--- src/rtl/video_fetch_arbiter_if.sv ---
// rtl/video_fetch_arbiter_if.sv - memory command/response port shared by scan-out fetch and pixel writer
interface video_fetch_arbiter_if #(
    parameter int ADDR_W = 24,
    parameter int DATA_W = 32
);
    logic              mem_valid;
    logic              mem_we;
    logic [ADDR_W-1:0] mem_addr;
    logic [DATA_W-1:0] mem_wdata;
    logic              mem_ready;
    logic              mem_rvalid;
    logic [DATA_W-1:0] mem_rdata;

    modport master (
        output mem_valid, mem_we, mem_addr, mem_wdata,
        input  mem_ready, mem_rvalid, mem_rdata
    );

    modport slave (
        input  mem_valid, mem_we, mem_addr, mem_wdata,
        output mem_ready, mem_rvalid, mem_rdata
    );
endinterface

--- src/rtl/video_fetch_arbiter.sv ---
// rtl/video_fetch_arbiter.sv - scan-out line prefetch into a ping-pong line buffer, sharing RAM with a pixel writer
module video_fetch_arbiter #(
    parameter int ADDR_W     = 24,
    parameter int DATA_W     = 32,
    parameter int LINE_WORDS = 480,
    parameter int FB_BASE    = 0,
    parameter int LB_AW      = 9
) (
    input  logic                 hdmi_clk,
    input  logic                 reset_n,
    input  logic                 fetch_start,
    input  logic [11:0]          fetch_line,
    input  logic                 next_frame,
    input  logic                 wr_valid,
    input  logic [ADDR_W-1:0]    wr_addr,
    input  logic [DATA_W-1:0]    wr_data,
    output logic                 wr_ready,
    video_fetch_arbiter_if.master mem,
    output logic                 lb_we,
    output logic [LB_AW:0]       lb_waddr,
    output logic [DATA_W-1:0]    lb_wdata,
    output logic                 lb_rd_bank,
    output logic                 fetch_done,
    output logic                 underrun,
    output logic [7:0]           underrun_cnt
);
    localparam int CNT_W = LB_AW + 1;
    localparam logic [CNT_W-1:0] LAST_IDX = CNT_W'(LINE_WORDS - 1);

    typedef enum logic [1:0] {IDLE, FETCH, WRITE} state_t;

    state_t             state;
    logic               pending;
    logic               fetch_bank;
    logic               next_bank;
    logic               last_we;
    logic               done_bank;
    logic [11:0]        line_q;
    logic [CNT_W-1:0]   issue_cnt;
    logic [CNT_W-1:0]   rx_cnt;
    logic               fetch_active;
    logic               start_ok;
    logic               rx_ok;
    logic               overrun_evt;
    logic [ADDR_W-1:0]  line_base;

    // A fetch stays active until every issued read has come back, so a new line never reuses the counters early.
    assign fetch_active = pending || (state == FETCH) || (issue_cnt != rx_cnt);
    assign start_ok     = fetch_start && !fetch_active;
    assign overrun_evt  = fetch_start && fetch_active;
    assign rx_ok        = mem.mem_rvalid && (issue_cnt != rx_cnt);
    assign line_base    = ADDR_W'(FB_BASE) + ADDR_W'(line_q) * ADDR_W'(LINE_WORDS);

    // Writer is only granted from IDLE with nothing queued; a same-cycle fetch_start wins.
    assign wr_ready = reset_n && (state == IDLE) && !pending && !fetch_start && wr_valid;

    always_ff @(posedge hdmi_clk or negedge reset_n) begin
        if (!reset_n) begin
            state         <= IDLE;
            pending       <= 1'b0;
            fetch_bank    <= 1'b0;
            next_bank     <= 1'b0;
            last_we       <= 1'b0;
            done_bank     <= 1'b0;
            line_q        <= '0;
            issue_cnt     <= '0;
            rx_cnt        <= '0;
            mem.mem_valid <= 1'b0;
            mem.mem_we    <= 1'b0;
            mem.mem_addr  <= '0;
            mem.mem_wdata <= '0;
            lb_we         <= 1'b0;
            lb_waddr      <= '0;
            lb_wdata      <= '0;
            lb_rd_bank    <= 1'b0;
            fetch_done    <= 1'b0;
            underrun      <= 1'b0;
            underrun_cnt  <= '0;
        end else begin
            lb_we      <= 1'b0;
            last_we    <= 1'b0;
            fetch_done <= last_we;
            underrun   <= overrun_evt;
            if (last_we)
                lb_rd_bank <= done_bank;

            if (next_frame)
                underrun_cnt <= {7'd0, overrun_evt};
            else if (overrun_evt && underrun_cnt != 8'hFF)
                underrun_cnt <= underrun_cnt + 8'd1;

            if (rx_ok) begin
                lb_we    <= 1'b1;
                lb_waddr <= {fetch_bank, rx_cnt[LB_AW-1:0]};
                lb_wdata <= mem.mem_rdata;
                rx_cnt   <= rx_cnt + CNT_W'(1);
                if (rx_cnt == LAST_IDX) begin
                    last_we   <= 1'b1;
                    done_bank <= fetch_bank;
                end
            end

            case (state)
                IDLE: begin
                    if (pending) begin
                        state         <= FETCH;
                        pending       <= 1'b0;
                        mem.mem_valid <= 1'b1;
                        mem.mem_we    <= 1'b0;
                        mem.mem_addr  <= line_base;
                        mem.mem_wdata <= '0;
                    end else if (wr_ready) begin
                        state         <= WRITE;
                        mem.mem_valid <= 1'b1;
                        mem.mem_we    <= 1'b1;
                        mem.mem_addr  <= wr_addr;
                        mem.mem_wdata <= wr_data;
                    end
                end
                FETCH: begin
                    if (mem.mem_ready) begin
                        issue_cnt <= issue_cnt + CNT_W'(1);
                        if (issue_cnt == LAST_IDX) begin
                            mem.mem_valid <= 1'b0;
                            state         <= IDLE;
                        end else begin
                            mem.mem_addr <= mem.mem_addr + ADDR_W'(1);
                        end
                    end
                end
                WRITE: begin
                    if (mem.mem_ready) begin
                        mem.mem_valid <= 1'b0;
                        state         <= IDLE;
                    end
                end
                default: state <= IDLE;
            endcase

            if (start_ok) begin
                line_q     <= fetch_line;
                fetch_bank <= next_bank;
                next_bank  <= ~next_bank;
                pending    <= 1'b1;
                issue_cnt  <= '0;
                rx_cnt     <= '0;
            end
        end
    end
endmodule
--- src/flat_wrapper.sv ---
// flat-port wrapper written by rule: the top's interface ports become plain ports
module video_fetch_arbiter_flat 
#(
    parameter int ADDR_W     = 24,
    parameter int DATA_W     = 32,
    parameter int LINE_WORDS = 480,
    parameter int FB_BASE    = 0,
    parameter int LB_AW      = 9
)
  (hdmi_clk, reset_n, fetch_start, fetch_line, next_frame, wr_valid, wr_addr, wr_data, wr_ready, lb_we, lb_waddr, lb_wdata, lb_rd_bank, fetch_done, underrun, underrun_cnt, mem_mem_valid, mem_mem_we, mem_mem_addr, mem_mem_wdata, mem_mem_ready, mem_mem_rvalid, mem_mem_rdata);
  video_fetch_arbiter_if #(.ADDR_W(ADDR_W), .DATA_W(DATA_W)) mem_i ();
  input  logic hdmi_clk;
  input  logic reset_n;
  input  logic fetch_start;
  input  logic [11:0] fetch_line;
  input  logic next_frame;
  input  logic wr_valid;
  input  logic [ADDR_W-1:0] wr_addr;
  input  logic [DATA_W-1:0] wr_data;
  output logic wr_ready;
  output logic lb_we;
  output logic [LB_AW:0] lb_waddr;
  output logic [DATA_W-1:0] lb_wdata;
  output logic lb_rd_bank;
  output logic fetch_done;
  output logic underrun;
  output logic [7:0] underrun_cnt;
  output wire logic [$bits(mem_i.mem_valid)-1:0] mem_mem_valid;
  output wire logic [$bits(mem_i.mem_we)-1:0] mem_mem_we;
  output wire logic [$bits(mem_i.mem_addr)-1:0] mem_mem_addr;
  output wire logic [$bits(mem_i.mem_wdata)-1:0] mem_mem_wdata;
  input wire logic [$bits(mem_i.mem_ready)-1:0] mem_mem_ready;
  input wire logic [$bits(mem_i.mem_rvalid)-1:0] mem_mem_rvalid;
  input wire logic [$bits(mem_i.mem_rdata)-1:0] mem_mem_rdata;
  assign mem_mem_valid = mem_i.mem_valid;
  assign mem_mem_we = mem_i.mem_we;
  assign mem_mem_addr = mem_i.mem_addr;
  assign mem_mem_wdata = mem_i.mem_wdata;
  assign mem_i.mem_ready = mem_mem_ready;
  assign mem_i.mem_rvalid = mem_mem_rvalid;
  assign mem_i.mem_rdata = mem_mem_rdata;
  video_fetch_arbiter #(.ADDR_W(ADDR_W), .DATA_W(DATA_W), .LINE_WORDS(LINE_WORDS), .FB_BASE(FB_BASE), .LB_AW(LB_AW)) u_core (.hdmi_clk(hdmi_clk), .reset_n(reset_n), .fetch_start(fetch_start), .fetch_line(fetch_line), .next_frame(next_frame), .wr_valid(wr_valid), .wr_addr(wr_addr), .wr_data(wr_data), .wr_ready(wr_ready), .mem(mem_i), .lb_we(lb_we), .lb_waddr(lb_waddr), .lb_wdata(lb_wdata), .lb_rd_bank(lb_rd_bank), .fetch_done(fetch_done), .underrun(underrun), .underrun_cnt(underrun_cnt));
endmodule
--- config.mk ---
export PLATFORM = sky130hd
export DESIGN_NAME = video_fetch_arbiter_flat
export DESIGN_NICKNAME = d
export VERILOG_FILES = /design/src/rtl/video_fetch_arbiter_if.sv /design/src/rtl/video_fetch_arbiter.sv /design/src/flat_wrapper.sv
export SDC_FILE = /design/constraint.sdc
export NUM_CORES = 1
export LEC_CHECK = 0
export ABC_AREA = 1
export CAP_MARGIN = 20
export CELL_PAD_IN_SITES_DETAIL_PLACEMENT = 0
export CELL_PAD_IN_SITES_GLOBAL_PLACEMENT = 1
export CORE_MARGIN = 10
export CORE_UTILIZATION = 32
export DETAILED_ROUTE_END_ITERATION = 8
export GPL_ROUTABILITY_DRIVEN = 0
export PLACE_DENSITY = 0.87
export RECOVER_POWER = 50
export SETUP_SLACK_MARGIN = 0.3
export SLEW_MARGIN = 20
export SYNTH_ARGS = -nofsm -noshare
export SYNTH_HDL_FRONTEND = slang
export SYNTH_SLANG_ARGS = --single-unit
--- constraint.sdc ---
create_clock -name hdmi_clk -period 2.75 [get_ports hdmi_clk]
set_input_delay 0.275 -clock hdmi_clk [delete_from_list [all_inputs] [get_ports hdmi_clk]]
set_output_delay 0.275 -clock hdmi_clk [all_outputs]
set_load 0.02 [all_outputs]
==> results.sh, run 1 <==
export IMPL_drive_above_1_share_pct=14.2
export IMPL_cp_end_kind="flip-flop"
export IMPL_crit_family="adder cells"
export IMPL_root_buffer="clkbuf_16"
export IMPL_vias=8292
export IMPL_clock_skew_ns=0.0190
export IMPL_cellPowerDensity_mw_per_mm2=757
export IMPL_drt_iter0_drc=455
export IMPL_cts_tree="built"
export IMPL_r2r_start="u_core.line_q[5]"
export IMPL_synth_compound_area_share_pct=7.14
export IMPL_cpPeakStageDelay_ns=0.57
export IMPL_synth_top_family_by_area="simple AND/OR/NAND/NOR gates"
export IMPL_final_area_mm2=0.0125
export IMPL_ys_ff_latch=151
export IMPL_crit_fanout=5
export IMPL_fmax_ghz=0.362
export IMPL_syn_cell_area_mm2=0.00872
export IMPL_die_area_mm2=0.0343
export IMPL_r2r_slack_ns=-0.01
export IMPL_post_drt_via_cell_ratio=4.75
export IMPL_cp_slowest_cell="fa_1"
export IMPL_layout_commonest_cell="nand2_1"
export IMPL_critPathLaunchType="flip-flop"
export IMPL_dp_hpwl_um=19900
export IMPL_grt_pass1_wl_um=44700
export IMPL_die_width_um=185
export IMPL_period_minus_slack_ns=2.76
export IMPL_synth_simple_area_share_pct=30.8
export IMPL_wl_um=27200
export IMPL_whs_path_depth=3
export IMPL_slew_violations=152
export IMPL_violations="max-capacitance violations, max-slew violations, negative setup slack"
export IMPL_max_cap_violations=1
export IMPL_portBuffers=219
export IMPL_finalPower_mw=9.50
export IMPL_cts_sinks=151
export IMPL_grt_setup_unrepaired="true"
export IMPL_slew_headroom_pct=-44.6
export IMPL_postLayoutCoreUtil_pct=46.7
export IMPL_boundaryPins=220
export IMPL_critPathRequiredTime_ns=3.04
export IMPL_arrival_ns=3.05
export IMPL_nets=1547
export IMPL_crit_type="reg2reg"
export IMPL_peakVddDrop_v=0.000464
export IMPL_h_tree_depth=4
export IMPL_syn_nets=1294
export IMPL_final_setup_viol_count=2
export IMPL_dr_pass1_iters=5
export IMPL_synthAdderAreaFrac_pct=8.55
export IMPL_synth_xor_area_share_pct=2.31
export IMPL_syn_avg_cell_area_um2=7.65
export IMPL_yosys_warnings=0
export IMPL_hold_path_startpoint="mem_mem_rdata[17]"
export IMPL_antenna_cells=0
export IMPL_tightest_slew_ns=2.17
export IMPL_drc_errors=0
export IMPL_final_cell_mix="366 x nand2_1, 171 x clkdlybuf4s50_1, 151 x dfrtp_1, 102 x inv_1, 90 x nand3_1"
export IMPL_detail_route_wl_per_cell_um=15.5
export IMPL_placed_area_mm2=0.0115
export IMPL_syn2layout_area_growth_pct=43.9
export IMPL_ys_seq_area_share_pct=43.3
export IMPL_status="complete, but fails checks"
export IMPL_cts_path_max_buffers=2
export IMPL_final_setup_tns_ns=-0.0115
export IMPL_layout_setup_ws_ns=-0.0108
export IMPL_synthMuxAreaShare_pct=0.129
export IMPL_rows=60
export IMPL_ant_nets=0
export IMPL_grt_util_all_layers_pct=16.1
export IMPL_ys_types=40
export IMPL_netlist_instances=1140
export IMPL_clock_latency_ns=0.43
export IMPL_cp_cell_sequence="inv_4 > fa_1 > fa_1 > inv_2 > ha_4 > nand2_4 > inv_2 > nand3_2 > nand2_4 > or2_2 > nand3_1 > nand3_1 > nand2_1 > o21ai_1"
export IMPL_grt_overflow=0
export IMPL_antenna_found_initial=1
export IMPL_finalCritPeriodShare_pct=100
export IMPL_hold_class="in2reg"
export IMPL_grt_max_degree=152
export IMPL_clk_pin_slew_worst_paths_ns=0.08
export IMPL_hold_viol_final=0
export IMPL_core_mm2=0.0269
export IMPL_worst_path_buf_inv=3
export IMPL_r2r_end="u_core.mem.mem_addr[12]"
export IMPL_cts_buffers=17
export IMPL_min_to="u_core.lb_wdata[17]"
export IMPL_r2r_worst_path_cells=14
export IMPL_initial_core_util_pct=32.5
export IMPL_die_h_um=185
export IMPL_grt_pass1_vias=8562
export IMPL_leakagePower_nw=6.09
export IMPL_holdWs_ns=0.372
## report_power, final
part           total, mW  internal (mW)  switching, mW
Clock               2.38           1.24           1.14
Sequential          3.38           2.82          0.561
Combinational       3.74           1.60           2.13
## through the flow
stage | setup slack [ns] | std cells
floorplan | 0.110 | 1140
global placement | -0.0149 | 1690
detailed placement | -0.0772 | 1690
CTS | 0.00430 | 1740
global route | -0.146 | 1747
finish | -0.0108 | 1747
## kinds of logic after synthesis
family,Yosys count
AO/OA/AOI/OAI,116
XOR/XNOR,23
adder cells (fa/ha/maj),47
buffers and inverters,168
flip-flops,151
multiplexers,1
AND/OR/NAND/NOR,634
## registers in the layout (all words and copies together) (netlist names), 2 cells and up
register and count:
u_core.issue_cnt 10, u_core.lb_waddr 10, u_core.lb_wdata 32, u_core.line_q 12
u_core.mem.mem_addr 24, u_core.mem.mem_wdata 32, u_core.rx_cnt 10, u_core.state 2
u_core.underrun_cnt 8
## area by class of cell
type | count | area, µm²
timing repair buffer | 268 | 2570
clock buffer | 17 | 425
fill | 2671 | 14300
sequential | 151 | 3780
multi-input combinational | 821 | 4660
clock inverter | 15 | 183
inverter | 134 | 508
tap | 341 | 427
## worst max path at each step
stage / from / endpoint / slack, ns / cells past startpoint
4_1_cts: u_core.line_q[4] / u_core.mem.mem_addr[12] / 0.004 / 14
6_report: u_core.line_q[5] / u_core.mem.mem_addr[12] / -0.01 / 14
5_1_grt: u_core.line_q[10] / u_core.mem.mem_addr[20] / -0.15 / 17
3_3_place_gp: u_core.line_q[2] / u_core.mem.mem_addr[12] / -0.01 / 14
3_5_place_dp: u_core.line_q[2] / u_core.mem.mem_addr[12] / -0.08 / 14
2_1_floorplan: u_core.line_q[3] / u_core.mem.mem_addr[13] / 0.11 / 14
## what timing repair did
| item | in CTS | in global routing |
|---|---|---|
| buffers inserted | 18 | 7 |
| gates resized for setup | 41 | 40 |
| hold buffers | 0 | 0 |
| setup endpoints to repair | 14 | 17 |
| pin swaps | 41 | 21 |
## cell usage after synthesis
master / instances / share of area, %
nand2_1: 392 / 17
dfrtp_1: 151 / 43
inv_1: 125 / 5.4
nand3_1: 100 / 5.7
nor2_1: 82 / 3.5
o21ai_0: 44 / 2.5
a21oi_1: 42 / 2.4
ha_1: 26 / 3.7
fa_1: 21 / 4.8
xor2_1: 21 / 2.1
nand4_1: 20 / 1.4
o21ai_1: 15 / 0.86
nor3_1: 14 / 0.80
buf_2: 10 / 0.57
clkbuf_1: 10 / 0.43
inv_2: 8 / 0.34
a22oi_1: 7 / 0.60
buf_4: 7 / 0.60
buf_1: 6 / 0.26
a31oi_1: 3 / 0.22
and2_1: 3 / 0.22
nand2_2: 3 / 0.22
nand3b_1: 3 / 0.26
o21bai_1: 3 / 0.26
or2_2: 3 / 0.22
and3_1: 2 / 0.14
nor2_4: 2 / 0.26
nor3_2: 2 / 0.23
nor3b_1: 2 / 0.17
nor4_1: 2 / 0.14
xnor2_1: 2 / 0.20
a21o_1: 1 / 0.086
buf_6: 1 / 0.13
clkinv_1: 1 / 0.043
mux2_2: 1 / 0.13
nand2_4: 1 / 0.13
nand3_2: 1 / 0.11
nand4_4: 1 / 0.24
nor2_2: 1 / 0.072
o21ai_4: 1 / 0.19
## tightest hold or removal path, stage by stage
cell             delay (ns)
clkdlybuf4s50_1        0.39
nand2_1                0.06
nand2_1                0.04
## per-layer routing
layer  global-route usage, %  wire [µm]
met1                    19.2      11300
met2                    26.3      13000
met3                    7.15       2640
met4                    3.41        243
met5                       0         20
(Power assumes the default switching activity.)
==> run 2: changes to the inputs <==
--- a/config.mk
+++ b/config.mk
@@ -13,7 +13,7 @@
 export CORE_UTILIZATION = 32
 export DETAILED_ROUTE_END_ITERATION = 8
 export GPL_ROUTABILITY_DRIVEN = 0
-export PLACE_DENSITY = 0.87
+export PLACE_DENSITY_LB_ADDON = 0.1
 export RECOVER_POWER = 50
 export SETUP_SLACK_MARGIN = 0.3
 export SLEW_MARGIN = 20
==> results.sh, run 2 (same netlist as run 1, synthesis figures left out) <==
export IMPL_finalCritPeriodShare_pct=101
export IMPL_antenna_cells=0
export IMPL_critPathLaunchType="flip-flop"
export IMPL_drc_errors=0
export IMPL_drive_above_1_share_pct=14.2
export IMPL_dp_hpwl_um=20600
export IMPL_grt_pass1_vias=8482
export IMPL_portBuffers=219
export IMPL_rows=60
export IMPL_dr_pass1_iters=5
export IMPL_clk_pin_slew_worst_paths_ns=0.07
export IMPL_hold_viol_final=0
export IMPL_fmax_ghz=0.359
export IMPL_grt_setup_unrepaired="true"
export IMPL_wl_met1_um=11900
export IMPL_violations="max-capacitance violations, max-slew violations, negative setup slack"
export IMPL_ant_nets=0
export IMPL_crit_fanout=5
export IMPL_layout_setup_ws_ns=-0.0340
export IMPL_root_buffer="clkbuf_16"
export IMPL_period_minus_slack_ns=2.78
export IMPL_core_mm2=0.0269
export IMPL_cts_buffers=17
export IMPL_max_cap_violations=1
export IMPL_critPathRequiredTime_ns=3.07
export IMPL_slew_headroom_pct=-19.0
export IMPL_path_common_cell="nand2_1"
export IMPL_top_layer="met5"
export IMPL_peakVddDrop_v=0.000372
export IMPL_cts_tree="built"
export IMPL_status="complete, but fails checks"
export IMPL_detail_route_wl_per_cell_um=16.0
export IMPL_die_area_mm2=0.0343
export IMPL_grt_max_degree=138
export IMPL_cp_cell_sequence="inv_2 > fa_1 > fa_1 > inv_2 > ha_4 > a21oi_4 > nand2_4 > nand3_2 > nand2_1 > or2_4 > nand3_2 > nand2_1 > nand2_1 > nand2_1"
export IMPL_die_width_um=185
export IMPL_nets=1554
export IMPL_syn2layout_area_growth_pct=44.5
export IMPL_final_area_mm2=0.0126
export IMPL_n_fill_cell=2714
export IMPL_slew_violations=138
export IMPL_final_setup_viol_count=2
export IMPL_h_tree_depth=4
export IMPL_wl_um=28000
export IMPL_grt_pass1_wl_um=45600
export IMPL_clock_latency_ns=0.43
export IMPL_final_cell_mix="369 x nand2_1, 171 x clkdlybuf4s50_1, 151 x dfrtp_1, 102 x inv_1, 89 x nand3_1"
export IMPL_hold_class="in2async"
export IMPL_boundaryPins=220
export IMPL_dr_wl_met3_um=2460
export IMPL_vias=8183
export IMPL_initial_core_util_pct=32.5
export IMPL_r2r_start="u_core.line_q[2]"
export IMPL_drt_iter0_drc=502
export IMPL_layout_commonest_cell="nand2_1"
export IMPL_cts_sinks=151
export IMPL_leakagePower_nw=6.12
export IMPL_cpPeakStageDelay_ns=0.54
export IMPL_final_setup_tns_ns=-0.0567
export IMPL_grt_util_all_layers_pct=16.6
export IMPL_die_h_um=185
export IMPL_tightest_slew_ns=1.78
export IMPL_post_drt_via_cell_ratio=4.67
export IMPL_cellPowerDensity_mw_per_mm2=772
export IMPL_cp_end_kind="flip-flop"
export IMPL_largestRegisters="u_core.lb_wdata (32), u_core.mem.mem_wdata (32), u_core.mem.mem_addr (24)"
export IMPL_arrival_ns=3.10
export IMPL_cp_slowest_cell="fa_1"
export IMPL_antenna_found_initial=1
export IMPL_clock_skew_ns=0.0175
export IMPL_dr_wl_met2_um=13300
export IMPL_grt_overflow=0
export IMPL_placed_area_mm2=0.0116
export IMPL_startpoint="u_core.line_q[2]"
export IMPL_cts_path_max_buffers=2
export IMPL_crit_type="reg2reg"
[run 2: cell types whose count changed in the layout (fill, tap and decap cells not counted), moves of 3 or more]
| cell | previous run | this run |
|---|---|---|
| nor2_4 | 6 | 3 |
| bufinv_16 | 0 | 3 |
| inv_6 | 1 | 5 |
| nor2_2 | 6 | 9 |
| nand2_1 | 366 | 369 |
| buf_4 | 45 | 51 |
| inv_8 | 6 | 1 |
| clkinv_8 | 5 | 0 |
[run 2: path summary, 6_finish.rpt]
kind | endpoint | slack, ns | depth (start not counted)
setup / recovery | u_core.mem.mem_addr[13] | -0.03 | 14
hold / removal | u_core.line_q[10] | 0.26 | 2
setup reg to reg | u_core.mem.mem_addr[13] | -0.03 | 14
hold reg to reg | u_core.fetch_done | 0.43 | 0
max in group asynchronous | u_core.line_q[1] | 0.44 | 3
min in group hdmi_clk | u_core.lb_wdata[6] | 0.37 | 3
[run 2: repair_timing]
action	4_1_cts	5_1_grt
hold buffers	1	0
endpoints found under the hold margin	14	0
buffers inserted	9	9
gates resized for setup	50	29
endpoints found under the setup margin	14	21
pin swaps	26	24
[run 2: report_power, final]
part	total [mW]	switching (mW)	internal (mW)
clock network	2.54	1.06	1.48
logic	3.79	2.15	1.64
registers	3.39	0.574	2.82
[run 2: critical path, delay by kind of cell, from the launching register on]
family	cells	cell delay, ns
flops	1	0.39
buf+inv	2	0.13
compound gates	1	0.19
fa+ha+maj	3	1.31
simple gates	8	0.66
[run 2: cell type report]
type                       instances  area (µm²)  area share [%]
timing repair buffer             275        2620            20.8
tap                              341         427            3.39
inverter                         134         509            4.04
clock inverter                    14         186            1.48
multi-input combinational        821        4650            36.9
sequential                       151        3780            30.0
clock buffer                      18         439            3.48
[run 2: through the flow]
stage	hold WS [ns]	worst slack [ns]	cells	utilization, %	total power [mW]
final	0.261	-0.0340	1754	46.9	9.73
after global routing	0.264	-0.154	1754	46.9	10.4
after CTS	0.260	-0.00112	1745	46.4	9.89
after detailed placement	0.144	-0.0830	1703	43.2	7.24
after global placement	0.144	-0.0615	1703	43.2	7.23
after floorplan	-0.0206	0.110	1140	-	5.43
[run 2: routing by layer]
layer	vias to the layer above	track usage [%]
met5	-	0
met1	3839	19.6
met3	25	6.76
li1	4133	-
met2	184	27.1
met4	2	4.81
==> run 3: changes to the inputs <==
--- a/config.mk
+++ b/config.mk
@@ -9,11 +9,10 @@
 export CAP_MARGIN = 20
 export CELL_PAD_IN_SITES_DETAIL_PLACEMENT = 0
 export CELL_PAD_IN_SITES_GLOBAL_PLACEMENT = 1
-export CORE_MARGIN = 10
 export CORE_UTILIZATION = 32
 export DETAILED_ROUTE_END_ITERATION = 8
 export GPL_ROUTABILITY_DRIVEN = 0
-export PLACE_DENSITY_LB_ADDON = 0.1
+export PLACE_DENSITY = 0.8
 export RECOVER_POWER = 50
 export SETUP_SLACK_MARGIN = 0.3
 export SLEW_MARGIN = 20
==> results.sh, run 3 (same netlist as run 1, synthesis figures left out) <==
export IMPL_wl_met1_um=11000
export IMPL_ant_nets=0
export IMPL_p_sw_mw=3.84
export IMPL_cellPowerDensity_mw_per_mm2=763
export IMPL_grt_setup_unrepaired="true"
export IMPL_drive_above_1_share_pct=12.4
export IMPL_largestRegisters="u_core.lb_wdata (32), u_core.mem.mem_wdata (32), u_core.mem.mem_addr (24)"
export IMPL_cts_buffers=17
export IMPL_cpPeakStageDelay_ns=0.60
export IMPL_crit_fanout=3
export IMPL_finalCritPeriodShare_pct=101
export IMPL_clock_skew_ns=0.0167
export IMPL_cts_sinks=151
export IMPL_max_cap_violations=0
export IMPL_core_mm2=0.0269
export IMPL_r2r_start="u_core.line_q[0]"
export IMPL_clock_latency_ns=0.43
export IMPL_hold_viol_final=0
export IMPL_rows=60
export IMPL_crit_type="reg2reg"
export IMPL_finalPower_mw=9.52
export IMPL_arrival_ns=3.10
export IMPL_drc_errors=0
export IMPL_grt_max_degree=151
export IMPL_hold_class="in2async"
export IMPL_antenna_found_initial=1
export IMPL_cts_tree="built"
export IMPL_p_int_mw=5.67
export IMPL_fmax_ghz=0.359
export IMPL_initial_core_util_pct=32.5
export IMPL_holdWs_ns=0.296
export IMPL_drt_iter0_drc=436
export IMPL_dr_wl_met3_um=1910
export IMPL_wl_um=25300
export IMPL_cp_cell_sequence="fa_1 > fa_1 > buf_4 > ha_4 > nand2_1 > nand2_2 > and2_4 > nand2_2 > nand3_2 > nand2_1 > nand3_1 > nand2_1 > nand2_1 > nand2_1 > nand2_1"
export IMPL_slew_violations=0
export IMPL_dr_pass1_iters=5
export IMPL_die_area_mm2=0.0279
export IMPL_n_fill_cell=2691
export IMPL_dr_wl_met2_um=12100
export IMPL_grt_pass1_wl_um=42900
export IMPL_clk_pin_slew_worst_paths_ns=0.08
export IMPL_die_h_um=167
export IMPL_root_buffer="clkbuf_16"
export IMPL_top_layer="met4"
export IMPL_clock_power_share_pct=25.6
export IMPL_grt_pass1_vias=8532
export IMPL_layout_setup_ws_ns=-0.0369
export IMPL_multiInputGateArea_mm2=0.00461
export IMPL_final_setup_viol_count=5
export IMPL_register_area_mm2=0.00378
export IMPL_grt_util_all_layers_pct=19.0
export IMPL_status="complete, but fails checks"
export IMPL_pwr_share_seq_pct=35.6
export IMPL_nets=1541
export IMPL_boundaryPins=220
export IMPL_dp_hpwl_um=18400
export IMPL_syn2layout_area_growth_pct=42.9
export IMPL_h_tree_depth=4
export IMPL_post_drt_via_cell_ratio=4.73
export IMPL_final_cell_mix="373 x nand2_1, 173 x clkdlybuf4s50_1, 151 x dfrtp_1, 110 x inv_1, 85 x nand3_1"
export IMPL_grt_overflow=0
export IMPL_startpoint="u_core.line_q[0]"
export IMPL_layout_commonest_cell="nand2_1"
export IMPL_period_minus_slack_ns=2.79
export IMPL_die_width_um=167
export IMPL_violations="negative setup slack"
export IMPL_detail_route_wl_per_cell_um=14.6
export IMPL_tightest_slew_ns=1.42
export IMPL_p_comb_share_pct=38.8
export IMPL_crit_family="adder cells"
export IMPL_postLayoutCoreUtil_pct=46.4
export IMPL_cp_end_kind="flip-flop"
export IMPL_pre_cts_slack_ns=-0.124
export IMPL_path_common_cell="nand2_1"
export IMPL_p_sw_share_pct=40.4
export IMPL_critPathLaunchType="flip-flop"
export IMPL_leakagePower_nw=6.01
export IMPL_cts_path_max_buffers=2
export IMPL_critPathRequiredTime_ns=3.07
export IMPL_vias=8244
export IMPL_cp_slowest_cell="fa_1"
export IMPL_worst_path_buf_inv=1
export IMPL_slew_headroom_pct=5.56
export IMPL_peakVddDrop_v=0.000419
export IMPL_portBuffers=219
## run 3: final timing paths
kind,endpoint,slack [ns],depth (start not counted)
min reg2reg,u_core.fetch_done,0.40,0
max,u_core.mem.mem_addr[14],-0.04,15
min in group hdmi_clk,u_core.lb_wdata[17],0.37,3
max in group asynchronous,u_core.mem.mem_wdata[24],0.68,3
max reg2reg,u_core.mem.mem_addr[14],-0.04,15
min,u_core.line_q[0],0.30,2
## run 3: cell type report
| type | count | area share [%] |
|---|---|---|
| antenna | 1 | 0.0201 |
| multi-input combinational | 821 | 36.9 |
| sequential | 151 | 30.3 |
| clock inverter | 15 | 1.62 |
| tap | 341 | 3.42 |
| clock buffer | 17 | 3.41 |
| inverter | 134 | 4.11 |
| timing repair buffer | 262 | 20.2 |
## run 3: timing repair
item / in CTS / in global routing
hold buffers: 1 / 0
gates cloned: 0 / 0
buffers inserted: 10 / 7
hold endpoints to repair: 1 / 0
pin swaps: 24 / 17
gates resized for setup: 32 / 24
endpoints found under the setup margin: 14 / 18
## run 3: power by group through the flow
stage / Sequential (mW) / Clock (mW) / Combinational, mW
after floorplan: 3.91 / 0 / 1.52
after global routing: 3.49 / 2.61 / 4.08
after global placement: 3.43 / 0 / 3.67
final: 3.39 / 2.44 / 3.69
after detailed placement: 3.43 / 0 / 3.71
after CTS: 3.40 / 2.52 / 3.76
## run 3: per-layer routing
metal	vias to the layer above	GRT usage (%)
met5	-	0
met4	0	4.43
met3	16	5.72
met2	222	32.1
met1	3888	23.7
li1	4118	-
## run 3: stage by stage
stage / setup TNS, ns / instances / cell area, µm²
6_report: -0.152 / 1742 / 12500
5_1_grt: -2.01 / 1741 / 12500
4_1_cts: -0.342 / 1734 / 12300
3_5_place_dp: -0.486 / 1691 / 11500
3_3_place_gp: -0.0403 / 1691 / 11500
2_1_floorplan: 0 / 1140 / 8870
